--- src/rtl/param_issue_queue_if.sv ---
// Issue-queue port bundle: push side, result broadcast, issue side and status.
// Latency: none (wires only).
// Backpressure: in_ready / out_ready carry the valid-ready handshakes.
//
// Ports (as seen by the queue through the slave modport):
//   flush                         in   synchronous clear
//   in_valid/in_ready             push handshake
//   in_op, in_a, in_b             pushed opcode and operands
//   in_a_tag, in_b_tag            producer tags of the pushed operands (0 = ready)
//   alloc_id                      out  ID handed to the entry pushed this cycle
//   bc_en, bc_tag, bc_data        in   result broadcast
//   out_valid/out_ready           issue handshake
//   out_op, out_a, out_b, out_id  out  head entry contents
//   count, full, empty            out  occupancy status
interface param_issue_queue_if #(
  parameter int DEPTH  = 4,
  parameter int DATA_W = 32,
  parameter int TAG_W  = 5,
  parameter int OP_W   = 2
);
  localparam int CNT_W = $clog2(DEPTH + 1);

  logic              flush;
  logic              in_valid;
  logic              in_ready;
  logic [OP_W-1:0]   in_op;
  logic [DATA_W-1:0] in_a;
  logic [DATA_W-1:0] in_b;
  logic [TAG_W-1:0]  in_a_tag;
  logic [TAG_W-1:0]  in_b_tag;
  logic [TAG_W-1:0]  alloc_id;

  logic              bc_en;
  logic [TAG_W-1:0]  bc_tag;
  logic [DATA_W-1:0] bc_data;

  logic              out_valid;
  logic              out_ready;
  logic [OP_W-1:0]   out_op;
  logic [DATA_W-1:0] out_a;
  logic [DATA_W-1:0] out_b;
  logic [TAG_W-1:0]  out_id;

  logic [CNT_W-1:0]  count;
  logic              full;
  logic              empty;

  // Producer/consumer side: drives pushes, broadcasts and issue acceptance.
  modport master (
    output flush, in_valid, in_op, in_a, in_b, in_a_tag, in_b_tag,
    input  in_ready, alloc_id,
    output bc_en, bc_tag, bc_data,
    input  out_valid, out_op, out_a, out_b, out_id,
    output out_ready,
    input  count, full, empty
  );

  // Queue side.
  modport slave (
    input  flush, in_valid, in_op, in_a, in_b, in_a_tag, in_b_tag,
    output in_ready, alloc_id,
    input  bc_en, bc_tag, bc_data,
    output out_valid, out_op, out_a, out_b, out_id,
    input  out_ready,
    output count, full, empty
  );
endinterface

--- src/rtl/param_issue_queue.sv ---
// In-order issue queue with operand snooping: entries wait at the head until both tags clear.
// Latency: push-to-issue 1 cycle for ready operands; broadcast-to-issue 1 cycle (no bypass).
// Backpressure: in_ready drops when full unless the head issues this cycle; head blocks younger entries.
//
// Ports:
//   clk   in  rising-edge clock
//   nRST  in  asynchronous active-low reset, clears every entry immediately
//   bus   param_issue_queue_if.slave -- push, broadcast, issue and status signals
module param_issue_queue #(
  parameter int DEPTH   = 4,
  parameter int DATA_W  = 32,
  parameter int TAG_W   = 5,
  parameter int OP_W    = 2,
  parameter int ID_BASE = 1
) (
  input  logic                 clk,
  input  logic                 nRST,
  param_issue_queue_if.slave   bus
);
  localparam int CNT_W = $clog2(DEPTH + 1);

  // Slot storage; slot 0 is the head (oldest), valid slots are contiguous from 0.
  logic              slotVld  [DEPTH];
  logic [OP_W-1:0]   slotOp   [DEPTH];
  logic [DATA_W-1:0] slotA    [DEPTH];
  logic [DATA_W-1:0] slotB    [DEPTH];
  logic [TAG_W-1:0]  slotATag [DEPTH];
  logic [TAG_W-1:0]  slotBTag [DEPTH];
  logic [TAG_W-1:0]  slotId   [DEPTH];
  logic [CNT_W-1:0]  count;

  logic              nxtVld  [DEPTH];
  logic [OP_W-1:0]   nxtOp   [DEPTH];
  logic [DATA_W-1:0] nxtA    [DEPTH];
  logic [DATA_W-1:0] nxtB    [DEPTH];
  logic [TAG_W-1:0]  nxtATag [DEPTH];
  logic [TAG_W-1:0]  nxtBTag [DEPTH];
  logic [TAG_W-1:0]  nxtId   [DEPTH];
  logic [CNT_W-1:0]  nxtCount;

  logic              isFull;
  logic              isEmpty;
  logic              headReady;
  logic              popEn;
  logic              pushEn;
  logic              snoopEn;
  logic [CNT_W-1:0]  wrIdx;
  logic [TAG_W-1:0]  allocId;

  // Pushed operands after same-cycle snoop.
  logic              pushAHit;
  logic              pushBHit;
  logic [DATA_W-1:0] pushA;
  logic [DATA_W-1:0] pushB;
  logic [TAG_W-1:0]  pushATag;
  logic [TAG_W-1:0]  pushBTag;

  // ---------------------------------------------------------------------------
  // Handshakes and status
  // ---------------------------------------------------------------------------
  assign isFull    = (count == CNT_W'(DEPTH));
  assign isEmpty   = (count == '0);
  assign headReady = slotVld[0] && (slotATag[0] == '0) && (slotBTag[0] == '0);
  assign popEn     = headReady && bus.out_ready;
  // A full queue still accepts when the head leaves on the same edge.
  assign bus.in_ready = !bus.flush && (!isFull || popEn);
  assign pushEn    = bus.in_valid && bus.in_ready;
  // Tag 0 means "already ready", so a zero-tag broadcast must never match.
  assign snoopEn   = bus.bc_en && (bus.bc_tag != '0);
  // On push+pop the shift frees slot count-1, which becomes the tail.
  assign wrIdx     = popEn ? (count - CNT_W'(1)) : count;

  assign bus.out_valid = headReady;
  assign bus.out_op    = slotOp[0];
  assign bus.out_a     = slotA[0];
  assign bus.out_b     = slotB[0];
  assign bus.out_id    = slotId[0];
  assign bus.count     = count;
  assign bus.full      = isFull;
  assign bus.empty     = isEmpty;
  assign bus.alloc_id  = allocId;

  // ---------------------------------------------------------------------------
  // ID allocation: lowest ID not held by a valid entry. When every ID is in use
  // the only legal push is alongside a pop, so the head's ID is recycled.
  // ---------------------------------------------------------------------------
  always_comb begin : allocSel
    logic [DEPTH-1:0] idUsed;
    idUsed = '0;
    for (int k = 0; k < DEPTH; k++) begin
      for (int i = 0; i < DEPTH; i++) begin
        if (slotVld[i] && (slotId[i] == TAG_W'(ID_BASE + k))) begin
          idUsed[k] = 1'b1;
        end
      end
    end
    allocId = slotId[0];
    for (int k = DEPTH - 1; k >= 0; k--) begin
      if (!idUsed[k]) begin
        allocId = TAG_W'(ID_BASE + k);
      end
    end
  end

  // ---------------------------------------------------------------------------
  // Pushed operand snoop: a result broadcast in the push cycle is captured
  // directly so the entry is never left waiting on a tag that already fired.
  // ---------------------------------------------------------------------------
  always_comb begin
    pushAHit = snoopEn && (bus.in_a_tag == bus.bc_tag);
    pushBHit = snoopEn && (bus.in_b_tag == bus.bc_tag);
    pushA    = pushAHit ? bus.bc_data : bus.in_a;
    pushB    = pushBHit ? bus.bc_data : bus.in_b;
    pushATag = pushAHit ? '0 : bus.in_a_tag;
    pushBTag = pushBHit ? '0 : bus.in_b_tag;
  end

  // ---------------------------------------------------------------------------
  // Next-state: shift on pop, snoop every surviving entry, write the tail,
  // then let flush override everything.
  // ---------------------------------------------------------------------------
  always_comb begin
    nxtVld   = slotVld;
    nxtOp    = slotOp;
    nxtA     = slotA;
    nxtB     = slotB;
    nxtATag  = slotATag;
    nxtBTag  = slotBTag;
    nxtId    = slotId;
    nxtCount = count;

    if (popEn) begin
      for (int i = 0; i < DEPTH - 1; i++) begin
        nxtVld[i]  = slotVld[i+1];
        nxtOp[i]   = slotOp[i+1];
        nxtA[i]    = slotA[i+1];
        nxtB[i]    = slotB[i+1];
        nxtATag[i] = slotATag[i+1];
        nxtBTag[i] = slotBTag[i+1];
        nxtId[i]   = slotId[i+1];
      end
      nxtVld[DEPTH-1]  = 1'b0;
      nxtOp[DEPTH-1]   = '0;
      nxtA[DEPTH-1]    = '0;
      nxtB[DEPTH-1]    = '0;
      nxtATag[DEPTH-1] = '0;
      nxtBTag[DEPTH-1] = '0;
      nxtId[DEPTH-1]   = '0;
    end

    // Applied after the shift so entries moving down still catch the result.
    if (snoopEn) begin
      for (int i = 0; i < DEPTH; i++) begin
        if (nxtVld[i] && (nxtATag[i] == bus.bc_tag)) begin
          nxtA[i]    = bus.bc_data;
          nxtATag[i] = '0;
        end
        if (nxtVld[i] && (nxtBTag[i] == bus.bc_tag)) begin
          nxtB[i]    = bus.bc_data;
          nxtBTag[i] = '0;
        end
      end
    end

    if (pushEn) begin
      for (int i = 0; i < DEPTH; i++) begin
        if (CNT_W'(i) == wrIdx) begin
          nxtVld[i]  = 1'b1;
          nxtOp[i]   = bus.in_op;
          nxtA[i]    = pushA;
          nxtB[i]    = pushB;
          nxtATag[i] = pushATag;
          nxtBTag[i] = pushBTag;
          nxtId[i]   = allocId;
        end
      end
    end

    if (pushEn && !popEn) begin
      nxtCount = count + CNT_W'(1);
    end else if (popEn && !pushEn) begin
      nxtCount = count - CNT_W'(1);
    end

    if (bus.flush) begin
      for (int i = 0; i < DEPTH; i++) begin
        nxtVld[i]  = 1'b0;
        nxtOp[i]   = '0;
        nxtA[i]    = '0;
        nxtB[i]    = '0;
        nxtATag[i] = '0;
        nxtBTag[i] = '0;
        nxtId[i]   = '0;
      end
      nxtCount = '0;
    end
  end

  // ---------------------------------------------------------------------------
  // State registers
  // ---------------------------------------------------------------------------
  always_ff @(posedge clk or negedge nRST) begin
    if (!nRST) begin
      for (int i = 0; i < DEPTH; i++) begin
        slotVld[i]  <= 1'b0;
        slotOp[i]   <= '0;
        slotA[i]    <= '0;
        slotB[i]    <= '0;
        slotATag[i] <= '0;
        slotBTag[i] <= '0;
        slotId[i]   <= '0;
      end
      count <= '0;
    end else begin
      for (int i = 0; i < DEPTH; i++) begin
        slotVld[i]  <= nxtVld[i];
        slotOp[i]   <= nxtOp[i];
        slotA[i]    <= nxtA[i];
        slotB[i]    <= nxtB[i];
        slotATag[i] <= nxtATag[i];
        slotBTag[i] <= nxtBTag[i];
        slotId[i]   <= nxtId[i];
      end
      count <= nxtCount;
    end
  end

  // ---------------------------------------------------------------------------
  // Structural invariants: unique IDs, contiguous valid slots, count agrees
  // with the number of valid slots.
  // ---------------------------------------------------------------------------
  logic             idClash;
  logic             holeFound;
  logic [CNT_W-1:0] vldTally;

  always_comb begin
    idClash   = 1'b0;
    holeFound = 1'b0;
    vldTally  = '0;
    for (int i = 0; i < DEPTH; i++) begin
      if (slotVld[i]) begin
        vldTally = vldTally + CNT_W'(1);
      end
      for (int j = i + 1; j < DEPTH; j++) begin
        if (slotVld[i] && slotVld[j] && (slotId[i] == slotId[j])) begin
          idClash = 1'b1;
        end
      end
    end
    for (int i = 1; i < DEPTH; i++) begin
      if (slotVld[i] && !slotVld[i-1]) begin
        holeFound = 1'b1;
      end
    end
  end

  assert property (@(posedge clk) disable iff (!nRST) !idClash);
  assert property (@(posedge clk) disable iff (!nRST) !holeFound);
  assert property (@(posedge clk) disable iff (!nRST) vldTally == count);

endmodule

--- src/flat_wrapper.sv ---
// flat-port wrapper written by rule: the top's interface ports become plain ports
module param_issue_queue_flat 
#(
  parameter int DEPTH   = 4,
  parameter int DATA_W  = 32,
  parameter int TAG_W   = 5,
  parameter int OP_W    = 2,
  parameter int ID_BASE = 1
)
  (clk, nRST, bus_flush, bus_in_valid, bus_in_op, bus_in_a, bus_in_b, bus_in_a_tag, bus_in_b_tag, bus_in_ready, bus_alloc_id, bus_bc_en, bus_bc_tag, bus_bc_data, bus_out_valid, bus_out_op, bus_out_a, bus_out_b, bus_out_id, bus_out_ready, bus_count, bus_full, bus_empty);
  param_issue_queue_if #(.DEPTH(DEPTH), .DATA_W(DATA_W), .TAG_W(TAG_W), .OP_W(OP_W)) bus_i ();
  input  logic clk;
  input  logic nRST;
  input wire logic [$bits(bus_i.flush)-1:0] bus_flush;
  input wire logic [$bits(bus_i.in_valid)-1:0] bus_in_valid;
  input wire logic [$bits(bus_i.in_op)-1:0] bus_in_op;
  input wire logic [$bits(bus_i.in_a)-1:0] bus_in_a;
  input wire logic [$bits(bus_i.in_b)-1:0] bus_in_b;
  input wire logic [$bits(bus_i.in_a_tag)-1:0] bus_in_a_tag;
  input wire logic [$bits(bus_i.in_b_tag)-1:0] bus_in_b_tag;
  output wire logic [$bits(bus_i.in_ready)-1:0] bus_in_ready;
  output wire logic [$bits(bus_i.alloc_id)-1:0] bus_alloc_id;
  input wire logic [$bits(bus_i.bc_en)-1:0] bus_bc_en;
  input wire logic [$bits(bus_i.bc_tag)-1:0] bus_bc_tag;
  input wire logic [$bits(bus_i.bc_data)-1:0] bus_bc_data;
  output wire logic [$bits(bus_i.out_valid)-1:0] bus_out_valid;
  output wire logic [$bits(bus_i.out_op)-1:0] bus_out_op;
  output wire logic [$bits(bus_i.out_a)-1:0] bus_out_a;
  output wire logic [$bits(bus_i.out_b)-1:0] bus_out_b;
  output wire logic [$bits(bus_i.out_id)-1:0] bus_out_id;
  input wire logic [$bits(bus_i.out_ready)-1:0] bus_out_ready;
  output wire logic [$bits(bus_i.count)-1:0] bus_count;
  output wire logic [$bits(bus_i.full)-1:0] bus_full;
  output wire logic [$bits(bus_i.empty)-1:0] bus_empty;
  assign bus_i.flush = bus_flush;
  assign bus_i.in_valid = bus_in_valid;
  assign bus_i.in_op = bus_in_op;
  assign bus_i.in_a = bus_in_a;
  assign bus_i.in_b = bus_in_b;
  assign bus_i.in_a_tag = bus_in_a_tag;
  assign bus_i.in_b_tag = bus_in_b_tag;
  assign bus_in_ready = bus_i.in_ready;
  assign bus_alloc_id = bus_i.alloc_id;
  assign bus_i.bc_en = bus_bc_en;
  assign bus_i.bc_tag = bus_bc_tag;
  assign bus_i.bc_data = bus_bc_data;
  assign bus_out_valid = bus_i.out_valid;
  assign bus_out_op = bus_i.out_op;
  assign bus_out_a = bus_i.out_a;
  assign bus_out_b = bus_i.out_b;
  assign bus_out_id = bus_i.out_id;
  assign bus_i.out_ready = bus_out_ready;
  assign bus_count = bus_i.count;
  assign bus_full = bus_i.full;
  assign bus_empty = bus_i.empty;
  param_issue_queue #(.DEPTH(DEPTH), .DATA_W(DATA_W), .TAG_W(TAG_W), .OP_W(OP_W), .ID_BASE(ID_BASE)) u_core (.clk(clk), .nRST(nRST), .bus(bus_i));
endmodule
--- config.mk ---
export PLATFORM = sky130hd
export DESIGN_NAME = param_issue_queue_flat
export DESIGN_NICKNAME = d
export VERILOG_FILES = /design/src/rtl/param_issue_queue_if.sv /design/src/rtl/param_issue_queue.sv /design/src/flat_wrapper.sv
export SDC_FILE = /design/constraint.sdc
export NUM_CORES = 1
export LEC_CHECK = 0
export BUFFER_PORTS_ARGS = -buffer_cell sky130_fd_sc_hd__buf_4
export CAP_MARGIN = 20
export CORE_UTILIZATION = 45
export CTS_BUF_LIST = sky130_fd_sc_hd__clkbuf_4
export DETAILED_ROUTE_END_ITERATION = 7
export SETUP_SLACK_MARGIN = 0.02
export SYNTH_ARGS = -nofsm -noshare
export SYNTH_HDL_FRONTEND = slang
export SYNTH_SLANG_ARGS = --single-unit
--- constraint.sdc ---
create_clock -name clk -period 8 [get_ports clk]
set_clock_uncertainty 0.2 [all_clocks]
set_input_delay 0.4 -clock clk [delete_from_list [all_inputs] [get_ports clk]]
set_output_delay 0.4 -clock clk [all_outputs]
set_load 0.005 [all_outputs]
==> results of run 1 <==
cells in the mapped netlist, drive strengths merged (8+ instances only):
cell type,instances
a31oi,15
nand3,274
or3,13
o21ai,44
nand2,532
and3,51
a21oi,158
buf,135
nand2b,9
a311oi,12
or4,66
xnor2,25
a221oi,65
inv,16
nand3b,10
dfrtp,331
clkbuf,202
xor2,16
mux2i,106
nor2,281
nand4,8
o31ai,65
a22o,20
a221o,32
o31a,20
logic make-up (layout without fill, tap and decap cells):
logic type | count (synthesis) | count (layout) | share of synthesized area (%)
compound gates | 461 | 461 | 15.7
xor+xnor | 41 | 41 | 1.75
fa+ha+maj | 3 | 3 | 0.182
buf+inv | 353 | 565 | 8.36
flops | 331 | 331 | 40.3
mux | 107 | 107 | 5.23
other cells | 1 | 5 | 0.0182
simple gates | 1288 | 1288 | 28.5
power by group through the flow:
stage          combinational (mW)  clock (mW)  sequential [mW]
3_3_place_gp                0.717           0             1.86
4_1_cts                     0.801        1.63             1.83
2_1_floorplan               0.461           0             1.83
6_report                    0.809        1.60             1.83
5_1_grt                     0.876        1.72             1.84
3_5_place_dp                0.728           0             1.86
cell type report:
type	instances	area, µm²
flip-flops and latches	331	8280
fillers	4264	20400
inverters	16	60.1
repair buffers	380	3280
diodes	3	7.51
clock buffers	144	1080
multi-input cells	1902	10700
clock inverters	25	105
well taps	592	741
what timing repair did:
| item | CTS | global route |
|---|---|---|
| setup buffers | 0 | 0 |
| endpoints found under the hold margin | 413 | 0 |
| hold buffers | 147 | 0 |
placed cells by master (no fill, tap or decap), types with 19 or more instances in the layout:
cell type                         n
sky130_fd_sc_hd__dfrtp_1        331
sky130_fd_sc_hd__o21ai_0         33
sky130_fd_sc_hd__or4_1           65
sky130_fd_sc_hd__mux2i_1        106
sky130_fd_sc_hd__a221oi_1        64
sky130_fd_sc_hd__and3_1          51
sky130_fd_sc_hd__xnor2_1         24
sky130_fd_sc_hd__buf_4          227
sky130_fd_sc_hd__a22o_1          20
sky130_fd_sc_hd__clkinv_1        19
sky130_fd_sc_hd__nor2_1         277
sky130_fd_sc_hd__nand3_1        274
sky130_fd_sc_hd__dlygate4sd3_1  147
sky130_fd_sc_hd__o31a_1          20
sky130_fd_sc_hd__clkbuf_4       144
sky130_fd_sc_hd__o31ai_1         65
sky130_fd_sc_hd__a21oi_1        158
sky130_fd_sc_hd__nand2_1        531
sky130_fd_sc_hd__a221o_1         32
through the flow:
stage / total power, mW / utilization [%] / instances / area [µm²]
finish: 4.23 / 54.4 / 3393 / 24200
global route: 4.43 / 54.4 / 3393 / 24200
CTS: 4.26 / 54.3 / 3390 / 24200
detailed placement: 2.58 / 48.4 / 3074 / 21600
global placement: 2.57 / 48.3 / 3073 / 21600
floorplan: 2.29 / - / 2586 / 20600
routing by layer:
metal  track usage (%)  vias up  wire, µm
met2              50.5      960     34600
met1              43.2    10200     32100
met4              12.8        0      2330
met5                 0        -         0
li1                  -     9359         -
met3              6.06      156      6120
worst paths after layout:
check                                    start                   to  slack, ns  cells after the start
min                                       nRST    u_core.slotId[12]       0.03                      2
max                        u_core.slotBTag[19]  u_core.bus.out_b[2]       2.91                     10
min reg2reg                   u_core.slotA[14]     u_core.slotA[14]       0.35                      2
max reg2reg                u_core.slotBTag[19]  u_core.bus.out_b[2]       2.91                     10
min in group clk                     bus_bc_en     u_core.slotB[24]       0.14                      6
max in group asynchronous                 nRST     u_core.slotA[69]       5.77                      4
registers in the layout, indices dropped and copies added (netlist names):
register           flops
u_core.slotA          96
u_core.slotBTag       20
u_core.slotId         15
u_core.slotATag       20
u_core.bus.out_id      5
u_core.bus.out_op      2
u_core.bus.out_b      32
u_core.slotB          96
u_core.bus.out_a      32
u_core.slotVld         4
u_core.slotOp          6
u_core.bus.count       3
==> results.md, run 1 <==
- Pwr per Cell Area: 175 nW/µm²
- Detail Route Antenna Nets: 0
- Final worst hold slack: 0.0253 ns
- Switching power share of the total: 31.8%
- Fmax: 196 MHz
- Slew HR: 26.3%
- Clock buffer count from CTS: 97
- Number of buffer and inverter stages on the critical path: 3
- Leakage component of the power: 11.1 nW
- Iter 0 DRT Violations: 1997
- Primary FF master, synth: sky130_fd_sc_hd__dfrtp_1
- Proportion of power drawn by the clock network: 37.7%
- Area overhead of the layout relative to synthesis: 17.9%
- Sort of element at the end of the critical path: register
- Number of cells produced by synthesis: 2585
- Standard-cell row count: 77
- Placer Congestion: 0.860
- Combinational group share of total power: 19.1%
- Period utilisation layout: 63.6%
- Routed length per instance: 22.2 µm
- Worst slack, placed: 3.45 ns
- Cells along the critical path: nor4b_4, and4_4, buf_4, a21oi_1, xnor2_1, nor4_4, buf_4, or4_1, nand3_1, dlygate4sd3_1
- Insertion delay of the later-clocked pin in the worst-skew pair: 0.80 ns
- Number of hold violations in the final report: 0
- DIE AREA: 46600 µm²
- Number of synthesis warnings: 0
- Area fraction of the dominant cell type after synthesis: 40.3%
- Num Clock Sinks: 331
- Number of antenna violations at the first check in global routing: 4
- Post-layout min period: 5.09 ns
- Total count of max-transition violations in the final report: 0
- Accumulated negative setup slack: 0 ns
- Vias in the first global route: 20100
- Proportion of register bits with asynchronous set or reset after synthesis: 100%
- IO buf count: 199
- Clock tree from TritonCTS: yes
- Sequential fraction of design power: 43.2%
- Reg clk slew, reported paths: 0.06 ns
- Kind of start point of the critical path: register
- Clock root buffer master: sky130_fd_sc_hd__clkbuf_4
- Most used cell along the critical path: sky130_fd_sc_hd__buf_4
- Worst IR Drop VDD: 0.135 mV
- Unique masters post-synth: 68
- CP max stage cell: sky130_fd_sc_hd__buf_4
- Initial Utilization: 46.1%
- Number of H-tree levels: 3
- Worst Path Arrival: 5.55 ns
- Via density per instance: 6.08
- Number of enable-type register cells in the synthesized netlist: 0
- HPWL after detailed placement: 42400 µm
- Via Count: 20600
- Synth Area per Inst: 7.96 µm²
- Setup WS post-layout: 2.91 ns
- Post-Synthesis Cell Area: 20600 µm²
- Worst min-delay path category: input pin to async pin
- Final setup violation count: 0
- First-pass GRT wire length: 117000 µm
- Fin nets: 2850
- Family with the most delay on the worst path: buffers and inverters
- CTS Buffer Depth: 3
- First-pass iteration count of the detailed router: 5
- Die Height: 216 µm
- Register bit total from synthesis: 331
- Resized cells post-CTS: 0
- GRT Util Overall: 32.0%
- Layout cells sized above 1: 14.7%
- RSZ-0062 raised after global routing: no
- Outcome: finished clean
- Net switching power figure: 1.34 mW
- Cell taking the most area after synthesis: sky130_fd_sc_hd__dfrtp_1
- Pin count of the biggest net entering global routing: 169
- Critical path class: register to register
- Overall die width: 216 µm
- Area of the core: 44600 µm²
- Seq/Total Area, Yosys: 40.3%
- Delay of the slowest critical-path stage: 0.89 ns
- Number of top-level pins: 202
- Final wirelength: 75200 µm
- Cell-internal power: 2.89 mW
- Crit-path max FO: 80
- GRT overflow: 0
- Worst endpoint required time: 8.46 ns
- Slew of the pin with the lowest slew margin: 1.10 ns
- DRC: 0
- Maximum Capacitance Violations: 0
- Main area contributors after synthesis: sky130_fd_sc_hd__dfrtp_1 (40%), sky130_fd_sc_hd__nand2_1 (9.7%), sky130_fd_sc_hd__nand3_1 (6.7%), sky130_fd_sc_hd__mux2i_1 (5.2%), sky130_fd_sc_hd__nor2_1 (5.1%)
No activity file was read; power rests on OpenSTA's default activity.
==> run 2: changes to the inputs <==
--- a/config.mk
+++ b/config.mk
@@ -5,6 +5,7 @@
 export SDC_FILE = /design/constraint.sdc
 export NUM_CORES = 1
 export LEC_CHECK = 0
+export ABC_AREA = 1
 export BUFFER_PORTS_ARGS = -buffer_cell sky130_fd_sc_hd__buf_4
 export CAP_MARGIN = 20
 export CORE_UTILIZATION = 45
==> constraint.sdc (replaced) <==
create_clock -name clk -period 5.1 [get_ports clk]
set_clock_uncertainty 0.2 [all_clocks]
set_input_delay 0.255 -clock clk [delete_from_list [all_inputs] [get_ports clk]]
set_output_delay 0.255 -clock clk [all_outputs]
set_load 0.005 [all_outputs]
==> run 2 against run 1 <==
Net effect:
- non-clock buffer count grew 50
- clock-buffer cell count shrank 7
- cell count grew 57%
- global-route usage grew 0.18 points
- combinational power grew to 3.9 times the previous value
- design area grew 26%
- worst setup slack lost 2.4 ns
- sequential share of layout area shrank 6.9 points
- highest routed layer unchanged
- total power grew 110%
==> results.md, run 2 <==
- Outcome: finished clean
- Fin nets: 4641 (+63%)
- RSZ-0062 raised after global routing: no
- Clock root buffer master: sky130_fd_sc_hd__clkbuf_4
- Placer Congestion: 0.883 (+2.6%)
- Synth Area per Inst: 6.04 µm² (-24%)
- Via density per instance: 5.21 (-14%)
- Leakage component of the power: 20.3 nW (+82%)
- Clock buffer count from CTS: 101 (+4.1%)
- Vias in the first global route: 26000 (+30%)
- IO buf count: 199 (unchanged)
- Main area contributors after synthesis: sky130_fd_sc_hd__dfrtp_1 (31%), sky130_fd_sc_hd__nand2_1 (21%), sky130_fd_sc_hd__inv_1 (14%), sky130_fd_sc_hd__nand3_1 (8.0%), sky130_fd_sc_hd__nand4_1 (7.3%)
- Reg clk slew, reported paths: 0.06 ns (about the same)
- CTS Buffer Depth: 3 (unchanged)
- Number of hold violations in the final report: 0 (unchanged)
- First-pass GRT wire length: 151000 µm (+29%)
- GRT Util Overall: 32.2% (+0.18 points)
- Sort of element at the end of the critical path: register
- HP Start: bus_in_b_tag[3]
- Kind of start point of the critical path: register
- Proportion of register bits with asynchronous set or reset after synthesis: 100% (unchanged)
- Worst min-delay path category: input pin to register
- Worst Path Arrival: 5.17 ns (-0.38 ns)
- Critical path class: register to register
- Die Height: 245 µm (+13%)
- Largest registers in the final layout: u_core.slotA (96), u_core.slotB (96)
- Multi-input logic area: 12500 µm² (+17%)
- Post-CTS setup buffers: 0 (unchanged)
- Unique masters post-synth: 35 (-49%)
- Fmax: 219 MHz (+12%)
- Initial Utilization: 45.7% (-0.40 points)
- Overall die width: 245 µm (+13%)
- Pin count of the biggest net entering global routing: 183 (+8.3%)
- Final worst hold slack: 0.0863 ns (+0.0610 ns)
- Num Clock Sinks: 331 (unchanged)
- Final wirelength: 97000 µm (+29%)
- Number of top-level pins: 202 (unchanged)
- Number of enable-type register cells in the synthesized netlist: 0 (unchanged)
- Post-layout min period: 4.56 ns (-0.534 ns)
- Hold buffers post-CTS: 164 (+12%)
- Commonest non-fill, non-tap cell in the layout: sky130_fd_sc_hd__nand2_1
- Via Count: 27800 (+35%)
- Maximum Capacitance Violations: 0 (unchanged)
- Most frequent cells in the layout: sky130_fd_sc_hd__nand2_1 (1459), sky130_fd_sc_hd__inv_1 (971), sky130_fd_sc_hd__nand3_1 (422), sky130_fd_sc_hd__dfrtp_1 (331), sky130_fd_sc_hd__nand4_1 (309)
- First-pass iteration count of the detailed router: 6 (+1)
- Finished Layout Cells: 5343 (+57%)
- DIE AREA: 59800 µm² (+28%)
- Resized cells post-CTS: 0 (unchanged)
- Detail Route Antenna Nets: 0 (unchanged)
- Standard-cell row count: 88 (+14%)
- R2r startpoint: u_core.slotATag[19]
- Setup WS post-layout: 0.544 ns (-2.37 ns)
- Worst slack, placed: 1.21 ns (-2.24 ns)
- Placed cells: 5017 (+63%)
- Routed length per instance: 18.2 µm (-18%)
- Number of synthesis warnings: 0 (unchanged)
- Primary FF master, synth: sky130_fd_sc_hd__dfrtp_1
- Clock tree from TritonCTS: yes
- Count leader, synth: sky130_fd_sc_hd__nand2_1
- Number of H-tree levels: 3 (unchanged)
- Area fraction of the dominant cell type after synthesis: 31.3% (-9.0 points)
- Pwr per Cell Area: 293 nW/µm² (+68%)
- Area overhead of the layout relative to synthesis: 15.0%
- Final setup violation count: 0 (unchanged)
- Layout cells sized above 1: 10.1% (-4.6 points)
- DRC: 0 (unchanged)
- Worst endpoint required time: 5.71 ns (-2.75 ns)
- Leading cell types by count after synthesis: sky130_fd_sc_hd__nand2_1 (1459), sky130_fd_sc_hd__inv_1 (971), sky130_fd_sc_hd__nand3_1 (422)
- Number of cells produced by synthesis: 4382 (+70%)
- Insertion delay of the later-clocked pin in the worst-skew pair: 0.87 ns (+0.07 ns)
- Cell taking the most area after synthesis: sky130_fd_sc_hd__dfrtp_1
- HPWL after detailed placement: 55400 µm (+31%)
- Startpoint of the most critical setup path: u_core.slotATag[19]
- Total count of max-transition violations in the final report: 0 (unchanged)
- Area of the core: 57900 µm² (+30%)
- Seq/Total Area, Yosys: 31.3% (-9.0 points)
- Post-Synthesis Cell Area: 26500 µm² (+29%)
- Seq. cell area: 8280 µm² (unchanged)
- GRT overflow: 0 (unchanged)
- Layout fillers: 6109 (+43%)
- Worst IR Drop VDD: 0.162 mV (+21%)
- Crit-path max FO: 39 (-51%)
- Iter 0 DRT Violations: 2318 (+16%)
- Number of antenna violations at the first check in global routing: 2 (-2)
- Period utilisation layout: 89.3% (+26 points)
- Slew of the pin with the lowest slew margin: 1.10 ns (-0.00688 ns)
- Slew HR: 26.9% (+0.54 points)
- Accumulated negative setup slack: 0 ns (unchanged)
- Register bit total from synthesis: 331 (unchanged)
-- run 2: cell types whose count changed in the layout (fill, tap and decap cells not counted), moves of 94 or more --
| cell | change |
|---|---|
| sky130_fd_sc_hd__a21oi_1 | -94 |
| sky130_fd_sc_hd__inv_1 | +955 |
| sky130_fd_sc_hd__nand2_1 | +928 |
| sky130_fd_sc_hd__nand3_1 | +148 |
| sky130_fd_sc_hd__nand4_1 | +301 |
| sky130_fd_sc_hd__nor2_1 | -225 |
| sky130_fd_sc_hd__o21ai_0 | +181 |
-- run 2: worst paths after layout --
check,to,slack [ns],depth (start not counted)
worst min register to register,u_core.slotOp[1],0.32,2
worst min-delay path,u_core.slotBTag[8],0.09,4
worst max register to register,u_core.slotB[36],0.54,17
max in group asynchronous,u_core.bus.out_a[15],3.72,4
worst max-delay path,u_core.slotB[36],0.54,17
min in group asynchronous,u_core.bus.out_id[3],0.42,4
-- run 2: report_power, final --
group	total, mW	internal (mW)	switching, mW
clock	2.58	1.32	1.27
combinational	3.19	1.11	2.08
sequential	3.15	2.94	0.203
total	8.92	5.37	3.55
-- run 2: kinds of logic (layout without fill, tap and decap cells) --
| group | count (synthesis) | after routing | synth area share (%) |
|---|---|---|---|
| xor+xnor | 16 | 16 | 0.529 |
| other cells | 1 | 4 | 0.0142 |
| compound gates | 295 | 295 | 5.76 |
| buf+inv | 1377 | 1570 | 21.5 |
| fa+ha+maj | 3 | 3 | 0.142 |
| flops | 331 | 331 | 31.3 |
| simple gates | 2295 | 2295 | 38.3 |
| mux | 64 | 64 | 2.42 |
-- run 2: final cells by class --
type | instances | area share [%]
inverters | 980 | 12.1
diodes | 2 | 0.0164
flip-flops and latches | 331 | 27.2
multi-input cells | 2675 | 41.1
repair buffers | 430 | 12.5
clock inverters | 23 | 0.465
clock buffers | 137 | 3.38
well taps | 765 | 3.14
-- run 2: layer usage --
layer | share of wire, % | GRT usage (%) | vias up
li1 | - | - | 13700
met1 | 42 | 41.3 | 12800
met2 | 46 | 52.6 | 1157
met3 | 8.2 | 5.52 | 210
met4 | 4.0 | 14.9 | 0
met5 | 0 | 0 | -
-- run 2: metrics by stage --
stage / instance area (µm²) / util, % / total power, mW
final: 30400 / 52.6 / 8.92
after floorplan: 26500 / - / 5.30
after global placement: 27600 / 47.7 / 6.18
after global routing: 30400 / 52.5 / 9.51
after CTS: 30400 / 52.5 / 8.93
after detailed placement: 27600 / 47.7 / 6.19
-- run 2: worst max-delay path, cell delays in order (launching register included) --
cell                            delay [ns]
sky130_fd_sc_hd__dfrtp_1              0.37
sky130_fd_sc_hd__nor2_1               0.11
sky130_fd_sc_hd__nand2_1              0.08
sky130_fd_sc_hd__inv_2                0.48
sky130_fd_sc_hd__nand3_4              0.27
sky130_fd_sc_hd__buf_4                0.34
sky130_fd_sc_hd__nand2_1              0.11
sky130_fd_sc_hd__nand2_1              0.09
sky130_fd_sc_hd__nor2_2               0.26
sky130_fd_sc_hd__nand2_1              0.14
sky130_fd_sc_hd__nor2_4               0.15
sky130_fd_sc_hd__buf_4                0.43
sky130_fd_sc_hd__nand4_1              0.13
sky130_fd_sc_hd__dlygate4sd3_1        0.60
sky130_fd_sc_hd__nand3_1              0.08
sky130_fd_sc_hd__nand2_1              0.05
sky130_fd_sc_hd__dlygate4sd3_1        0.55
sky130_fd_sc_hd__inv_1                0.06
